==> src/rtl/exmem_pkg.sv <==
// Shared types and constants for the EX/MEM elastic pipeline.
package exmem_pkg;

    // MEM/WB control carried alongside each entry
    typedef struct packed {
        logic       mem_read_write;
        logic [1:0] pc_src;
        logic       wb_mem_or_alu;
        logic       wb_reg_write_signal;
    } mem_ctrl_t;

    localparam logic [1:0] PC_SRC_SEQ  = 2'b00;

    // An empty slot carries this so it acts as a harmless bubble downstream
    localparam mem_ctrl_t  CTRL_BUBBLE = '{
        mem_read_write:      1'b0,
        pc_src:              PC_SRC_SEQ,
        wb_mem_or_alu:       1'b0,
        wb_reg_write_signal: 1'b0
    };

endpackage

==> src/rtl/exmem_slot.sv <==
// One EX/MEM slot: valid bit, data fields and control.
// Control is forced to the bubble value whenever the slot becomes empty.
module exmem_slot
    import exmem_pkg::*;
#(
    parameter int PC_W    = 12,
    parameter int DATA_W  = 8,
    parameter int RADDR_W = 3
) (
    input  logic               clk,
    input  logic               rst,
    input  logic               i_load,
    input  logic               i_clear,
    input  logic               i_up_valid,
    input  logic [PC_W-1:0]    i_up_pc,
    input  logic [DATA_W-1:0]  i_up_alu,
    input  logic [DATA_W-1:0]  i_up_data2,
    input  logic [RADDR_W-1:0] i_up_rd,
    input  mem_ctrl_t          i_up_ctrl,
    output logic               o_valid,
    output logic [PC_W-1:0]    o_pc,
    output logic [DATA_W-1:0]  o_alu,
    output logic [DATA_W-1:0]  o_data2,
    output logic [RADDR_W-1:0] o_rd,
    output mem_ctrl_t          o_ctrl
);

    logic               r_valid;
    logic [PC_W-1:0]    r_pc;
    logic [DATA_W-1:0]  r_alu;
    logic [DATA_W-1:0]  r_data2;
    logic [RADDR_W-1:0] r_rd;
    mem_ctrl_t          r_ctrl;

    // Reset wipes everything; clear (flush) kills valid/control but keeps data
    always_ff @(posedge clk) begin
        if (rst) begin
            r_valid <= 1'b0;
            r_pc    <= '0;
            r_alu   <= '0;
            r_data2 <= '0;
            r_rd    <= '0;
            r_ctrl  <= CTRL_BUBBLE;
        end else if (i_clear) begin
            r_valid <= 1'b0;
            r_ctrl  <= CTRL_BUBBLE;
        end else if (i_load) begin
            r_valid <= i_up_valid;
            r_pc    <= i_up_pc;
            r_alu   <= i_up_alu;
            r_data2 <= i_up_data2;
            r_rd    <= i_up_rd;
            r_ctrl  <= i_up_valid ? i_up_ctrl : CTRL_BUBBLE;
        end
    end

    assign o_valid = r_valid;
    assign o_pc    = r_pc;
    assign o_alu   = r_alu;
    assign o_data2 = r_data2;
    assign o_rd    = r_rd;
    assign o_ctrl  = r_ctrl;

endmodule

==> src/rtl/exmem_pipe.sv <==
// EX/MEM elastic pipeline: DEPTH slots with stall, bubble collapse, flush,
// registered occupancy and combinational upstream ready.
// Optional macro EXMEM_PIPE_STATS_EN adds saturating stall/bubble counters.
module exmem_pipe
    import exmem_pkg::*;
#(
    parameter int PC_W    = 12,
    parameter int DATA_W  = 8,
    parameter int RADDR_W = 3,
    parameter int DEPTH   = 2
) (
    input  logic                       clk,
    input  logic                       rst,
    input  logic                       stall,
    input  logic                       flush,
    input  logic                       in_valid,
    output logic                       in_ready,
    input  logic [PC_W-1:0]            in_new_branch_pc,
    input  logic [DATA_W-1:0]          in_alu_result,
    input  logic [DATA_W-1:0]          in_data_2,
    input  logic [RADDR_W-1:0]         in_reg_write,
    input  logic                       in_MEM_mem_read_write,
    input  logic [1:0]                 in_MEM_pc_src,
    input  logic                       in_WB_mem_or_alu,
    input  logic                       in_WB_reg_write_signal,
    output logic                       out_valid,
    output logic [PC_W-1:0]            out_new_branch_pc,
    output logic [DATA_W-1:0]          out_alu_result,
    output logic [DATA_W-1:0]          out_data_2,
    output logic [RADDR_W-1:0]         out_reg_write,
    output logic                       out_MEM_mem_read_write,
    output logic [1:0]                 out_MEM_pc_src,
    output logic                       out_WB_mem_or_alu,
    output logic                       out_WB_reg_write_signal,
    output logic [$clog2(DEPTH+1)-1:0] occupancy
`ifdef EXMEM_PIPE_STATS_EN
    ,
    output logic [15:0]                stat_stall_cnt,
    output logic [15:0]                stat_bubble_cnt
`endif
);

    localparam int OCC_W = $clog2(DEPTH+1);

    logic [DEPTH-1:0]              w_vld, w_up_vld, w_rdy, w_nvld;
    logic [DEPTH-1:0][PC_W-1:0]    w_pc, w_up_pc;
    logic [DEPTH-1:0][DATA_W-1:0]  w_alu, w_up_alu, w_d2, w_up_d2;
    logic [DEPTH-1:0][RADDR_W-1:0] w_rd, w_up_rd;
    mem_ctrl_t [DEPTH-1:0]         w_ctrl, w_up_ctrl;
    mem_ctrl_t                     w_in_ctrl;
    logic [OCC_W-1:0]              w_occ_nxt;
    logic [OCC_W-1:0]              r_occ;

    assign w_in_ctrl = '{
        mem_read_write:      in_MEM_mem_read_write,
        pc_src:              in_MEM_pc_src,
        wb_mem_or_alu:       in_WB_mem_or_alu,
        wb_reg_write_signal: in_WB_reg_write_signal
    };

    // Ready ripples back from the output slot: a slot can take new data if it
    // is empty or its successor is moving, which lets bubbles collapse
    always_comb begin
        w_rdy = '0;
        w_rdy[DEPTH-1] = !stall || !w_vld[DEPTH-1];
        for (int k = DEPTH-2; k >= 0; k--)
            w_rdy[k] = !w_vld[k] || w_rdy[k+1];
    end

    assign in_ready = w_rdy[0];

    for (genvar k = 0; k < DEPTH; k++) begin : g_slot
        if (k == 0) begin : g_head
            assign w_up_vld[k]  = in_valid;
            assign w_up_pc[k]   = in_new_branch_pc;
            assign w_up_alu[k]  = in_alu_result;
            assign w_up_d2[k]   = in_data_2;
            assign w_up_rd[k]   = in_reg_write;
            assign w_up_ctrl[k] = w_in_ctrl;
        end else begin : g_link
            assign w_up_vld[k]  = w_vld[k-1];
            assign w_up_pc[k]   = w_pc[k-1];
            assign w_up_alu[k]  = w_alu[k-1];
            assign w_up_d2[k]   = w_d2[k-1];
            assign w_up_rd[k]   = w_rd[k-1];
            assign w_up_ctrl[k] = w_ctrl[k-1];
        end

        exmem_slot #(.PC_W(PC_W), .DATA_W(DATA_W), .RADDR_W(RADDR_W)) u_slot (
            .clk        (clk),
            .rst        (rst),
            .i_load     (w_rdy[k]),
            .i_clear    (flush),
            .i_up_valid (w_up_vld[k]),
            .i_up_pc    (w_up_pc[k]),
            .i_up_alu   (w_up_alu[k]),
            .i_up_data2 (w_up_d2[k]),
            .i_up_rd    (w_up_rd[k]),
            .i_up_ctrl  (w_up_ctrl[k]),
            .o_valid    (w_vld[k]),
            .o_pc       (w_pc[k]),
            .o_alu      (w_alu[k]),
            .o_data2    (w_d2[k]),
            .o_rd       (w_rd[k]),
            .o_ctrl     (w_ctrl[k])
        );
    end

    // Next-state valid bits summed so occupancy can be registered alongside the slots
    always_comb begin
        w_nvld    = '0;
        w_occ_nxt = '0;
        for (int k = 0; k < DEPTH; k++) begin
            w_nvld[k] = !flush && (w_rdy[k] ? w_up_vld[k] : w_vld[k]);
            w_occ_nxt = w_occ_nxt + OCC_W'(w_nvld[k]);
        end
    end

    // Occupancy register tracks the slot valid bits edge for edge
    always_ff @(posedge clk) begin
        if (rst) r_occ <= '0;
        else     r_occ <= w_occ_nxt;
    end

    assign occupancy               = r_occ;
    assign out_valid               = w_vld[DEPTH-1];
    assign out_new_branch_pc       = w_pc[DEPTH-1];
    assign out_alu_result          = w_alu[DEPTH-1];
    assign out_data_2              = w_d2[DEPTH-1];
    assign out_reg_write           = w_rd[DEPTH-1];
    assign out_MEM_mem_read_write  = w_ctrl[DEPTH-1].mem_read_write;
    assign out_MEM_pc_src          = w_ctrl[DEPTH-1].pc_src;
    assign out_WB_mem_or_alu       = w_ctrl[DEPTH-1].wb_mem_or_alu;
    assign out_WB_reg_write_signal = w_ctrl[DEPTH-1].wb_reg_write_signal;

`ifdef EXMEM_PIPE_STATS_EN
    logic [15:0] r_stall_cnt, r_bubble_cnt;

    // Saturating counters; only reset clears them, flush does not
    always_ff @(posedge clk) begin
        if (rst) begin
            r_stall_cnt  <= '0;
            r_bubble_cnt <= '0;
        end else begin
            if (stall && w_vld[DEPTH-1] && r_stall_cnt != 16'hFFFF)
                r_stall_cnt <= r_stall_cnt + 16'd1;
            if (!w_vld[DEPTH-1] && r_bubble_cnt != 16'hFFFF)
                r_bubble_cnt <= r_bubble_cnt + 16'd1;
        end
    end

    assign stat_stall_cnt  = r_stall_cnt;
    assign stat_bubble_cnt = r_bubble_cnt;
`endif

endmodule

==> config.mk <==
export PLATFORM = sky130hd
export DESIGN_NAME = exmem_pipe
export DESIGN_NICKNAME = d
export VERILOG_FILES = /design/src/rtl/exmem_pkg.sv /design/src/rtl/exmem_slot.sv /design/src/rtl/exmem_pipe.sv
export SDC_FILE = /design/constraint.sdc
export NUM_CORES = 1
export LEC_CHECK = 0
export CAP_MARGIN = 20
export CORE_ASPECT_RATIO = 1.1
export CORE_MARGIN = 5
export CORE_UTILIZATION = 39
export CTS_BUF_LIST = sky130_fd_sc_hd__clkbuf_4
export CTS_CLUSTER_DIAMETER = 40
export DETAILED_ROUTE_END_ITERATION = 10
export PLACE_DENSITY = 0.72
export SLEW_MARGIN = 20
export SYNTH_ARGS = -nofsm -noshare
export SYNTH_HDL_FRONTEND = slang
export SYNTH_HIERARCHICAL = 1
export SYNTH_SLANG_ARGS = --single-unit
==> constraint.sdc <==
create_clock -name clk -period 2.4 [get_ports clk]
set_input_delay 0.6 -clock clk [delete_from_list [all_inputs] [get_ports clk]]
set_output_delay 0.6 -clock clk [all_outputs]
set_load 0.03 [all_outputs]
==> impl_metrics.env, run 1 <==
export IMPL_outcome="finished, final reports clean"
export IMPL_cpPeakStageDelay_ns=0.72
export IMPL_maxCapViolations=0
export IMPL_slowest_stage="clkdlybuf4s50_1"
export IMPL_grt_pass1_vias=2246
export IMPL_tightest_slew_ns=0.472
export IMPL_grt_max_degree=43
export IMPL_leakagePower_nw=1.37
export IMPL_die_y_microns=96.4
export IMPL_vias=2359
export IMPL_cp_top_family="buffers and inverters"
export IMPL_muxShareOfSynthArea_pct=0
export IMPL_cts_tree="built"
export IMPL_synth_ff_type="dfxtp_1"
export IMPL_finalSetupTns_ns=0
export IMPL_p_per_area_nw_per_um2=677
export IMPL_track_usage_pct=15.0
export IMPL_p_seq_share_pct=53.3
export IMPL_antennaDiodeCount=0
export IMPL_ios=81
export IMPL_cts_resized=0
export IMPL_insertion_delay_ns=0.40
export IMPL_yosys_area_share_simple_pct=22.4
export IMPL_final_cell_mix="nand2_1, clkdlybuf4s50_1, dfxtp_1"
export IMPL_internal_power_mw=1.90
export IMPL_reg2regPathDepth=5
export IMPL_p_total_mw=2.50
export IMPL_setup_violations=0
export IMPL_critPathLaunchType="flip-flop"
export IMPL_crit_start="g_slot[1].u_slot/o_valid"
export IMPL_port_buffers=80
export IMPL_holdBufCountCts=0
export IMPL_synth_edf_count=0
export IMPL_ir_drop_mv=0.434
export IMPL_die_width_microns=88.5
export IMPL_drc=0
export IMPL_grt_pass1_wl_microns=10100
export IMPL_die_area_sq_um=8530
export IMPL_wl_microns=6300
export IMPL_yosysSeqAreaShare_pct=57.5
export IMPL_comb_power_share_pct=11.1
export IMPL_gp_congestion=0.752
export IMPL_r2r_start="g_slot[1].u_slot/o_valid"
export IMPL_final_layout_size_suffix_gt1_share_pct=7.33
export IMPL_ys_warn_count=6
export IMPL_cts_max_level=3
export IMPL_dr_pass1_iters=4
export IMPL_dp_hpwl_microns=4290
export IMPL_crit_path_cell_trace="clkdlybuf4s50_1"
export IMPL_cp_depth=1
export IMPL_timing_fmax_mhz=468
export IMPL_ant_nets=0
export IMPL_syn_to_final_growth_pct=39.7
export IMPL_post_cts_setup_buffers=0
export IMPL_core_region_area_sq_um=6590
export IMPL_rows=31
export IMPL_clk_pin_slew_ns=0.13
export IMPL_period_needed_ns=2.14
export IMPL_overflow=0
export IMPL_cts_buffer_depth=2
export IMPL_dr_first_iter_drc_count=114
export IMPL_clock_skew_ns=0.0173
export IMPL_cp_data_arrival_time_ns=1.54
export IMPL_synth_compound_area_share_pct=15.5
export IMPL_timing_rr_end="g_slot[0].u_slot/o_data2[4]"
export IMPL_critical_path_buf_inv_count=1
export IMPL_slew_viol_final=0
export IMPL_rsz0062_at_grt="no"
export IMPL_yosysUniqueCellTypes=16
export IMPL_relSlewSlack_pct=68.6
export IMPL_finalNetCount=446
export IMPL_syn_nets=369
export IMPL_fillers=638
export IMPL_async_flop_share_pct=0
export IMPL_synth_adder_area_share_pct=0.473
export IMPL_switching_share_pct=24.2
export IMPL_syn_inst=327
export IMPL_cts_root_buf="clkbuf_4"
export IMPL_final_hold_viol_count=0
export IMPL_synth_xor_area_share_pct=0
export IMPL_critPathMaxFanout=5
export IMPL_min_period_over_period_pct=89.1
export IMPL_antenna_found_initial=0
export IMPL_routedWlPerCell_microns=12.8
export IMPL_viasPerCell=4.80
export IMPL_clkPwrFrac_pct=35.6
export IMPL_layout_commonest_cell="nand2_1"
export IMPL_cts_buffers_inserted=9
export IMPL_required_ns=1.80
export IMPL_p_sw_mw=0.607
export IMPL_reg2reg_setup_slack_ns=1.13
export IMPL_ys_ff_latch=76
export IMPL_cp_end_kind="output port"
export IMPL_cp_endpoint="out_valid"
export IMPL_avgSynthCellArea_sq_um=8.09
export IMPL_hold_class="reg2reg"
export IMPL_synth_area_sq_um=2650
export IMPL_worstSetupPathType="reg2out"
export IMPL_cts_sinks=76
export IMPL_start_util_pct=40.1
export IMPL_synth_top_family_by_area="simple AND/OR/NAND/NOR gates"
[worst min-delay path by stage]
stage / to / from / cells after the start / slack [ns]
floorplan: g_slot[1].u_slot/o_pc[7] / g_slot[0].u_slot/o_pc[7] / 2 / 0.43
global placement: g_slot[1].u_slot/o_pc[11] / g_slot[0].u_slot/o_pc[11] / 2 / 0.44
detailed placement: g_slot[1].u_slot/o_pc[7] / g_slot[0].u_slot/o_pc[7] / 2 / 0.44
CTS: g_slot[1].u_slot/o_alu[6] / g_slot[0].u_slot/o_alu[6] / 2 / 0.45
global route: g_slot[1].u_slot/o_data2[0] / g_slot[0].u_slot/o_data2[0] / 2 / 0.46
finish: g_slot[1].u_slot/o_alu[6] / g_slot[0].u_slot/o_alu[6] / 2 / 0.44
[state kept, by name (all words and copies together), names as in the netlist]
register,cells
g_slot.u_slot/o_data2,16
g_slot.u_slot/o_alu,16
g_slot.u_slot/o_pc,24
g_slot.u_slot/o_valid,2
g_slot.u_slot/o_rd,6
g_slot.u_slot/o_ctrl,10
occupancy,2
[through the flow]
stage / setup slack (ns) / instance area (sq um) / instances / utilization, % / hold slack (ns)
after floorplan: 0.856 / 2650 / 327 / - / 0.426
after global placement: 0.327 / 3530 / 475 / 53.5 / 0.436
after detailed placement: 0.311 / 3530 / 475 / 53.5 / 0.444
after CTS: 0.237 / 3700 / 491 / 56.1 / 0.450
after global routing: 0.189 / 3700 / 491 / 56.1 / 0.462
final: 0.262 / 3700 / 491 / 56.1 / 0.444
[cell usage after synthesis, types with 3 or more instances]
cell / n / area [sq um]
dfxtp_1: 76 / 1520
a22oi_1: 10 / 75.1
a21oi_1: 65 / 325
inv_1: 3 / 11.3
buf_2: 12 / 60.1
nor2_1: 13 / 48.8
nand2_1: 125 / 469
clkbuf_1: 10 / 37.5
[power by group through the flow]
stage               Clock (mW)  Combinational, mW  Sequential [mW]
global route             0.961              0.303             1.34
global placement             0              0.277             1.36
finish                   0.890              0.277             1.33
CTS                      0.912              0.281             1.33
detailed placement           0              0.280             1.36
floorplan                    0              0.106             1.39
[logic make-up after synthesis]
group                      count (synthesis)
AOI/OAI and AO/OA                         76
adders and majority gates                  1
buffers and inverters                     25
DFF                                       76
and+or+nand+nor                          149
[metal layers]
| metal | up-vias | track usage [%] | share of wire (%) |
|---|---|---|---|
| li1 | 1209 | - | - |
| met1 | 1096 | 18.2 | 43 |
| met2 | 48 | 26.1 | 52 |
| met3 | 6 | 3.73 | 4.6 |
| met4 | 0 | 4.53 | 1.2 |
| met5 | - | 0 | 0 |
[layout make-up]
type / count / area, sq um / share of cell area (%)
clock buffer: 11 / 82.6 / 2.23
clock inverter: 5 / 85.1 / 2.30
inverter: 3 / 11.3 / 0.305
multi-input combinational: 226 / 1010 / 27.5
sequential: 76 / 1520 / 41.2
tap: 82 / 103 / 2.78
timing repair buffer: 88 / 878 / 23.8
Power figures use the tool's default switching activity.
==> run 2, diff against run 1 <==
- SLEW_MARGIN: 20 -> 30
==> results of run 2 <==
The final DEF is identical to that of run 1; final timing and power are the same.
